$ cat config.mk
export PLATFORM = sky130hd
export DESIGN_NAME = flash_sequencer
export DESIGN_NICKNAME = d
export VERILOG_FILES = /design/src/rtl/flash_sequencer.sv
export SDC_FILE = /design/constraint.sdc
export NUM_CORES = 1
export LEC_CHECK = 0
export CAP_MARGIN = 10
export CELL_PAD_IN_SITES_DETAIL_PLACEMENT = 1
export CELL_PAD_IN_SITES_GLOBAL_PLACEMENT = 1
export CORE_MARGIN = 1.5
export CORE_UTILIZATION = 44
export CTS_BUF_LIST = sky130_fd_sc_hd__clkbuf_8
export DETAILED_ROUTE_END_ITERATION = 10
export PLACE_DENSITY = 0.87
export REMOVE_ABC_BUFFERS = 1
export SLEW_MARGIN = 25
export SYNTH_ARGS = -nofsm -noshare
export SYNTH_HDL_FRONTEND = slang
export SYNTH_SLANG_ARGS = --single-unit
$ cat constraint.sdc
create_clock -name CLK_50MHZ -period 5.9 [get_ports CLK_50MHZ]
set_input_delay 1.18 -clock CLK_50MHZ [delete_from_list [all_inputs] [get_ports CLK_50MHZ]]
set_output_delay 1.18 -clock CLK_50MHZ [all_outputs]
set_load 0.05 [all_outputs]
$ cat src/rtl/flash_sequencer.sv
// Purpose : scoreboard flash controller; blanks the captured digit mask for FLASHES off/on pairs,
//           pacing each phase with a start/done handshake to an external flash timer.
// Latency : outputs registered; trigger at edge N -> timer_start/busy/blank at N+1; finished one
//           edge after the last timer_done, busy falls the edge after that.
// Backpressure: no queuing; trigger is honoured only in IDLE, timer_done only in WAIT.
// Ports   : CLK_50MHZ/RST (async active-low) | trigger, mask[7:0] request side |
//           timer_start/timer_done flash timer handshake | blank[7:0] to display mux |
//           busy, finished, err status.
// Option  : define FLASH_TIMEOUT_EN to abort a WAIT after TIMEOUT cycles and raise sticky err.
module flash_sequencer #(
  parameter int FLASHES = 3,
  parameter int TIMEOUT = 255
) (
  input  logic       CLK_50MHZ,
  input  logic       RST,
  input  logic       trigger,
  input  logic [7:0] mask,
  output logic       timer_start,
  input  logic       timer_done,
  output logic [7:0] blank,
  output logic       busy,
  output logic       finished,
  output logic       err
);

  typedef enum logic [1:0] {IDLE, START, WAIT, DONE} state_t;

  // Off and on phases alternate, so phase 2*FLASHES-1 is the final on phase.
  localparam logic [3:0] LAST_PHASE = 4'(2 * FLASHES - 1);

  state_t     state_q, state_d;
  logic [7:0] mask_q, mask_d;
  logic [3:0] phase_q, phase_d;
  logic       err_q, err_d;
  logic       timer_start_q, timer_start_d;
  logic [7:0] blank_q, blank_d;
  logic       busy_q, busy_d;
  logic       finished_q, finished_d;

`ifdef FLASH_TIMEOUT_EN
  localparam logic [7:0] TIMEOUT_CNT = TIMEOUT[7:0];
  logic [7:0] wait_cnt_q, wait_cnt_d;
`else
  logic timeout_unused;
  assign timeout_unused = ^TIMEOUT[7:0];
`endif

  always_comb begin
    state_d = state_q;
    mask_d  = mask_q;
    phase_d = phase_q;
    err_d   = err_q;
`ifdef FLASH_TIMEOUT_EN
    // Counts WAIT cycles; START always precedes WAIT so it enters WAIT at zero.
    wait_cnt_d = (state_q == WAIT) ? wait_cnt_q + 8'd1 : 8'd0;
`endif

    case (state_q)
      IDLE: begin
        if (trigger) begin
          state_d = START;
          mask_d  = mask;
          phase_d = 4'd0;
          err_d   = 1'b0;
        end
      end
      START: state_d = WAIT;
      WAIT: begin
        // timer_done is checked first so a reply on the timeout cycle still completes normally.
        if (timer_done) begin
          if (phase_q == LAST_PHASE) begin
            state_d = DONE;
          end else begin
            phase_d = phase_q + 4'd1;
            state_d = START;
          end
        end
`ifdef FLASH_TIMEOUT_EN
        else if (wait_cnt_d == TIMEOUT_CNT) begin
          state_d = IDLE;
          err_d   = 1'b1;
        end
`endif
      end
      DONE:    state_d = IDLE;
      default: state_d = IDLE;
    endcase

    // Outputs are decoded from the next state so they line up with the state register.
    timer_start_d = (state_d == START);
    blank_d       = ((state_d == START || state_d == WAIT) && !phase_d[0]) ? mask_d : 8'h00;
    busy_d        = (state_d != IDLE);
    finished_d    = (state_d == DONE);
  end

  always_ff @(posedge CLK_50MHZ or negedge RST) begin
    if (!RST) begin
      state_q       <= IDLE;
      mask_q        <= 8'h00;
      phase_q       <= 4'd0;
      err_q         <= 1'b0;
      timer_start_q <= 1'b0;
      blank_q       <= 8'h00;
      busy_q        <= 1'b0;
      finished_q    <= 1'b0;
`ifdef FLASH_TIMEOUT_EN
      wait_cnt_q    <= 8'd0;
`endif
    end else begin
      state_q       <= state_d;
      mask_q        <= mask_d;
      phase_q       <= phase_d;
      err_q         <= err_d;
      timer_start_q <= timer_start_d;
      blank_q       <= blank_d;
      busy_q        <= busy_d;
      finished_q    <= finished_d;
`ifdef FLASH_TIMEOUT_EN
      wait_cnt_q    <= wait_cnt_d;
`endif
    end
  end

  assign timer_start = timer_start_q;
  assign blank       = blank_q;
  assign busy        = busy_q;
  assign finished    = finished_q;
`ifdef FLASH_TIMEOUT_EN
  assign err         = err_q;
`else
  assign err         = 1'b0;
`endif

endmodule

==> flow_metrics.py <==
metrics = {
    "status": {
        "outcome": "complete, no violations",
    },
    "logic_synthesis": {
        "synth_seq_cells": 25,
        "synth_top_flop_cell": "sky130_fd_sc_hd__dfrtp_1",
        "synth-seq-area-share": 0.496,
        "synth_cell_type_count": 28,
        "synth_area_um2": 1260,
        "post_syn_instances": 123,
        "asyncSetResetFlopFracSynth": 1.00,
        "ys.warnings.count": 0,
        "synth-edff-count": 0,
        "syn_avg_cell_area_um2": 10.3,
    },
    "detailed_routing": {
        "drt-wirelength-per-cell_um": 16.7,
        "route.final.wire_length_um": 2890,
        "dr.pass1.iters": 4,
        "routed-via-count": 993,
        "detail_route.vias_per_cell": 5.74,
        "antenna_violating_nets_post_route": 0,
        "drt_first_iter_violations": 34,
        "drc": 0,
    },
    "clock_network": {
        "post_cts_resized": 0,
        "cts.clk_slew.worst_paths_ps": 100,
        "cts_max_level": 1,
        "ctsLongestPathBuffers": 2,
        "cts_hold_buffers": 0,
        "clk_root_buffer_cell": "sky130_fd_sc_hd__clkbuf_8",
        "clock_tree_from_tritoncts": "built",
        "clkSinkCount": 25,
        "clock_insertion_delay_worst_skew_ps": 280,
        "buffers_inserted_during_post_cts_setup_optimization": 0,
        "cts_inserted_buffers": 3,
    },
    "flow_run": {
        "cap_viol_max_count": 0,
    },
    "sta": {
        "maxSlewHeadroom": 0.526,
        "final-max-slew-violation-count": 0,
        "finalHoldViolations": 0,
        "final.period_utilization": 0.483,
        "slew_at_the_pin_closest_to_its_max_slew_limit_ps": 710,
        "finalWorstPathRequiredPeriod_ps": 2850,
        "clock_skew_ps": 8.72,
        "final.setup.tns_ps": 0,
        "setup_violations": 0,
        "rsz0062_at_grt": "false",
        "fmax_mhz": 351,
    },
    "global_route": {
        "gr_util_all_layers": 0.198,
        "maximum_number_of_pins_on_one_net_before_global_route_repair": 26,
        "globalRoute.totalOverflow": 0,
        "grt_first_pass_wirelength_um": 4930,
        "via_count_of_the_first_global_routing_pass": 1058,
        "grt_antenna_before_repair": 0,
    },
    "floorplan": {
        "io_pins": 24,
        "design.die.area_um2": 3200,
        "core_box_area_um2": 2730,
        "floorplan.die.width_um": 56.5,
        "placement_rows": 19,
        "fp.dieH_um": 56.5,
        "floorplan.initialDensity": 0.461,
    },
    "finish": {
        "layout.area.seq_um2": 626,
        "layout.cells.most_common": "sky130_fd_sc_hd__nand2_1",
        "filler_cell_count": 309,
        "multiInputGateArea_um2": 564,
        "syn_to_final_growth_pct": 20.1,
        "layout_common_cells": "sky130_fd_sc_hd__nand2_1, sky130_fd_sc_hd__dfrtp_1, sky130_fd_sc_hd__clkdlybuf4s50_1",
        "diodes": 0,
        "final_layout_size_suffix_gt1_frac": 0.0563,
        "final_net_count": 160,
        "finish.cell_count_without_fillers": 173,
    },
    "setup_path": {
        "endpoint_kind": "flop",
        "worstSetupPathType": "in2reg",
        "crit_fanout": 11,
        "startpoint_type": "input port",
        "r2r_start": "phase_q[0]",
        "crit_start": "timer_done",
        "worstPathArrival_ps": 3030,
        "timing.critical_path.required_ps": 6080,
    },
    "power_and_ir_drop": {
        "sw_frac_of_total": 0.454,
        "peakVddDrop_v": 0.000307,
        "seqPwrFrac": 0.381,
        "net-switching-power_uw": 352,
        "p_int_uw": 424,
        "power.combinational.fraction": 0.481,
        "power_per_cell_area_nw_per_um2": 512,
        "share_clk_of_total_power": 0.138,
        "static-leakage-power_uw": 0.000709,
    },
    "worst_hold_path": {
        "min-delay-start": "phase_q[3]",
        "worst_hold_path_type": "reg2reg",
    },
    "place": {
        "dpl.hpwl_um": 2040,
        "place_congestion": 0.716,
        "numPlacedInstances": 169,
        "portBuffers": 22,
    },
}
[flip-flops by register name, summed over array words and instances, names as in the netlist]
signal / cells
timer_start: 1
mask_q: 8
state_q: 2
blank: 8
phase_q: 4
busy: 1
finished: 1
[layout make-up]
cell class | count | share of cell area
flip-flops and latches | 25 | 0.413
multi-input cells | 85 | 0.372
inverters | 6 | 0.0149
repair buffers | 22 | 0.142
clock inverters | 1 | 0.00495
clock buffers | 3 | 0.0273
well taps | 31 | 0.0256
[metrics by stage]
stage                     utilization  hold WS (ps)  area, um2  setup slack (ps)  total power [uW]
after global routing            0.554           543       1520              2980               828
after floorplan                     -           460       1210              3660               550
after CTS                       0.554           509       1520              3060               786
final                           0.554           507       1520              3050               776
after global placement          0.538           481       1470              2940               655
after detailed placement        0.536           497       1470              2770               678
[cells by family after synthesis]
kind of cell               after synthesis  synth area share
AOI/OAI and AO/OA                       18             0.129
adders and majority gates                5            0.0496
buffers and inverters                   13            0.0565
DFF                                     25             0.496
muxes                                    2            0.0159
other                                    1           0.00297
and+or+nand+nor                         59             0.250
[routing by layer]
layer,part of all wire,vias to the layer above,GRT usage
met2,0.53,17,0.337
met3,0.029,4,0.0323
li1,-,470,-
met5,0,-,0
met4,0.0094,0,0.0714
met1,0.43,502,0.253
[synth_stat cells (3+ instances only)]
master                     count  area (um2)
sky130_fd_sc_hd__nor2_1        9        33.8
sky130_fd_sc_hd__ha_1          5        62.6
sky130_fd_sc_hd__and4b_1       8        80.1
sky130_fd_sc_hd__a221oi_1      7        61.3
sky130_fd_sc_hd__dfrtp_1      25         626
sky130_fd_sc_hd__inv_1         6        22.5
sky130_fd_sc_hd__nor3_1        8        40.0
sky130_fd_sc_hd__buf_2         3        15.0
sky130_fd_sc_hd__nand2_1      28         105
[power groups by stage]
| stage | clock network, uW | registers [uW] | logic [uW] |
|---|---|---|---|
| final | 107 | 296 | 373 |
| after floorplan | 0 | 369 | 182 |
| after global routing | 114 | 305 | 409 |
| after global placement | 0 | 294 | 361 |
| after detailed placement | 0 | 300 | 379 |
| after CTS | 110 | 296 | 380 |
[final timing paths]
| check | end | slack, ps | cells past startpoint |
|---|---|---|---|
| setup / recovery | blank[0] | 3050 | 7 |
| hold / removal | phase_q[3] | 510 | 1 |
| setup reg to reg | blank[0] | 3390 | 8 |
| hold reg to reg | phase_q[3] | 510 | 1 |
| max in group asynchronous | phase_q[3] | 4630 | 1 |
| min in group asynchronous | blank[6] | 890 | 1 |
[worst max-delay path, stage by stage]
cell and delay [ps]:
sky130_fd_sc_hd__clkdlybuf4s50_1 650, sky130_fd_sc_hd__nand2_1 150, sky130_fd_sc_hd__a21oi_1 280, sky130_fd_sc_hd__ha_1 280, sky130_fd_sc_hd__inv_1 90, sky130_fd_sc_hd__o31ai_4 120, sky130_fd_sc_hd__nor3_1 270
Power figures use the tool's default switching activity.
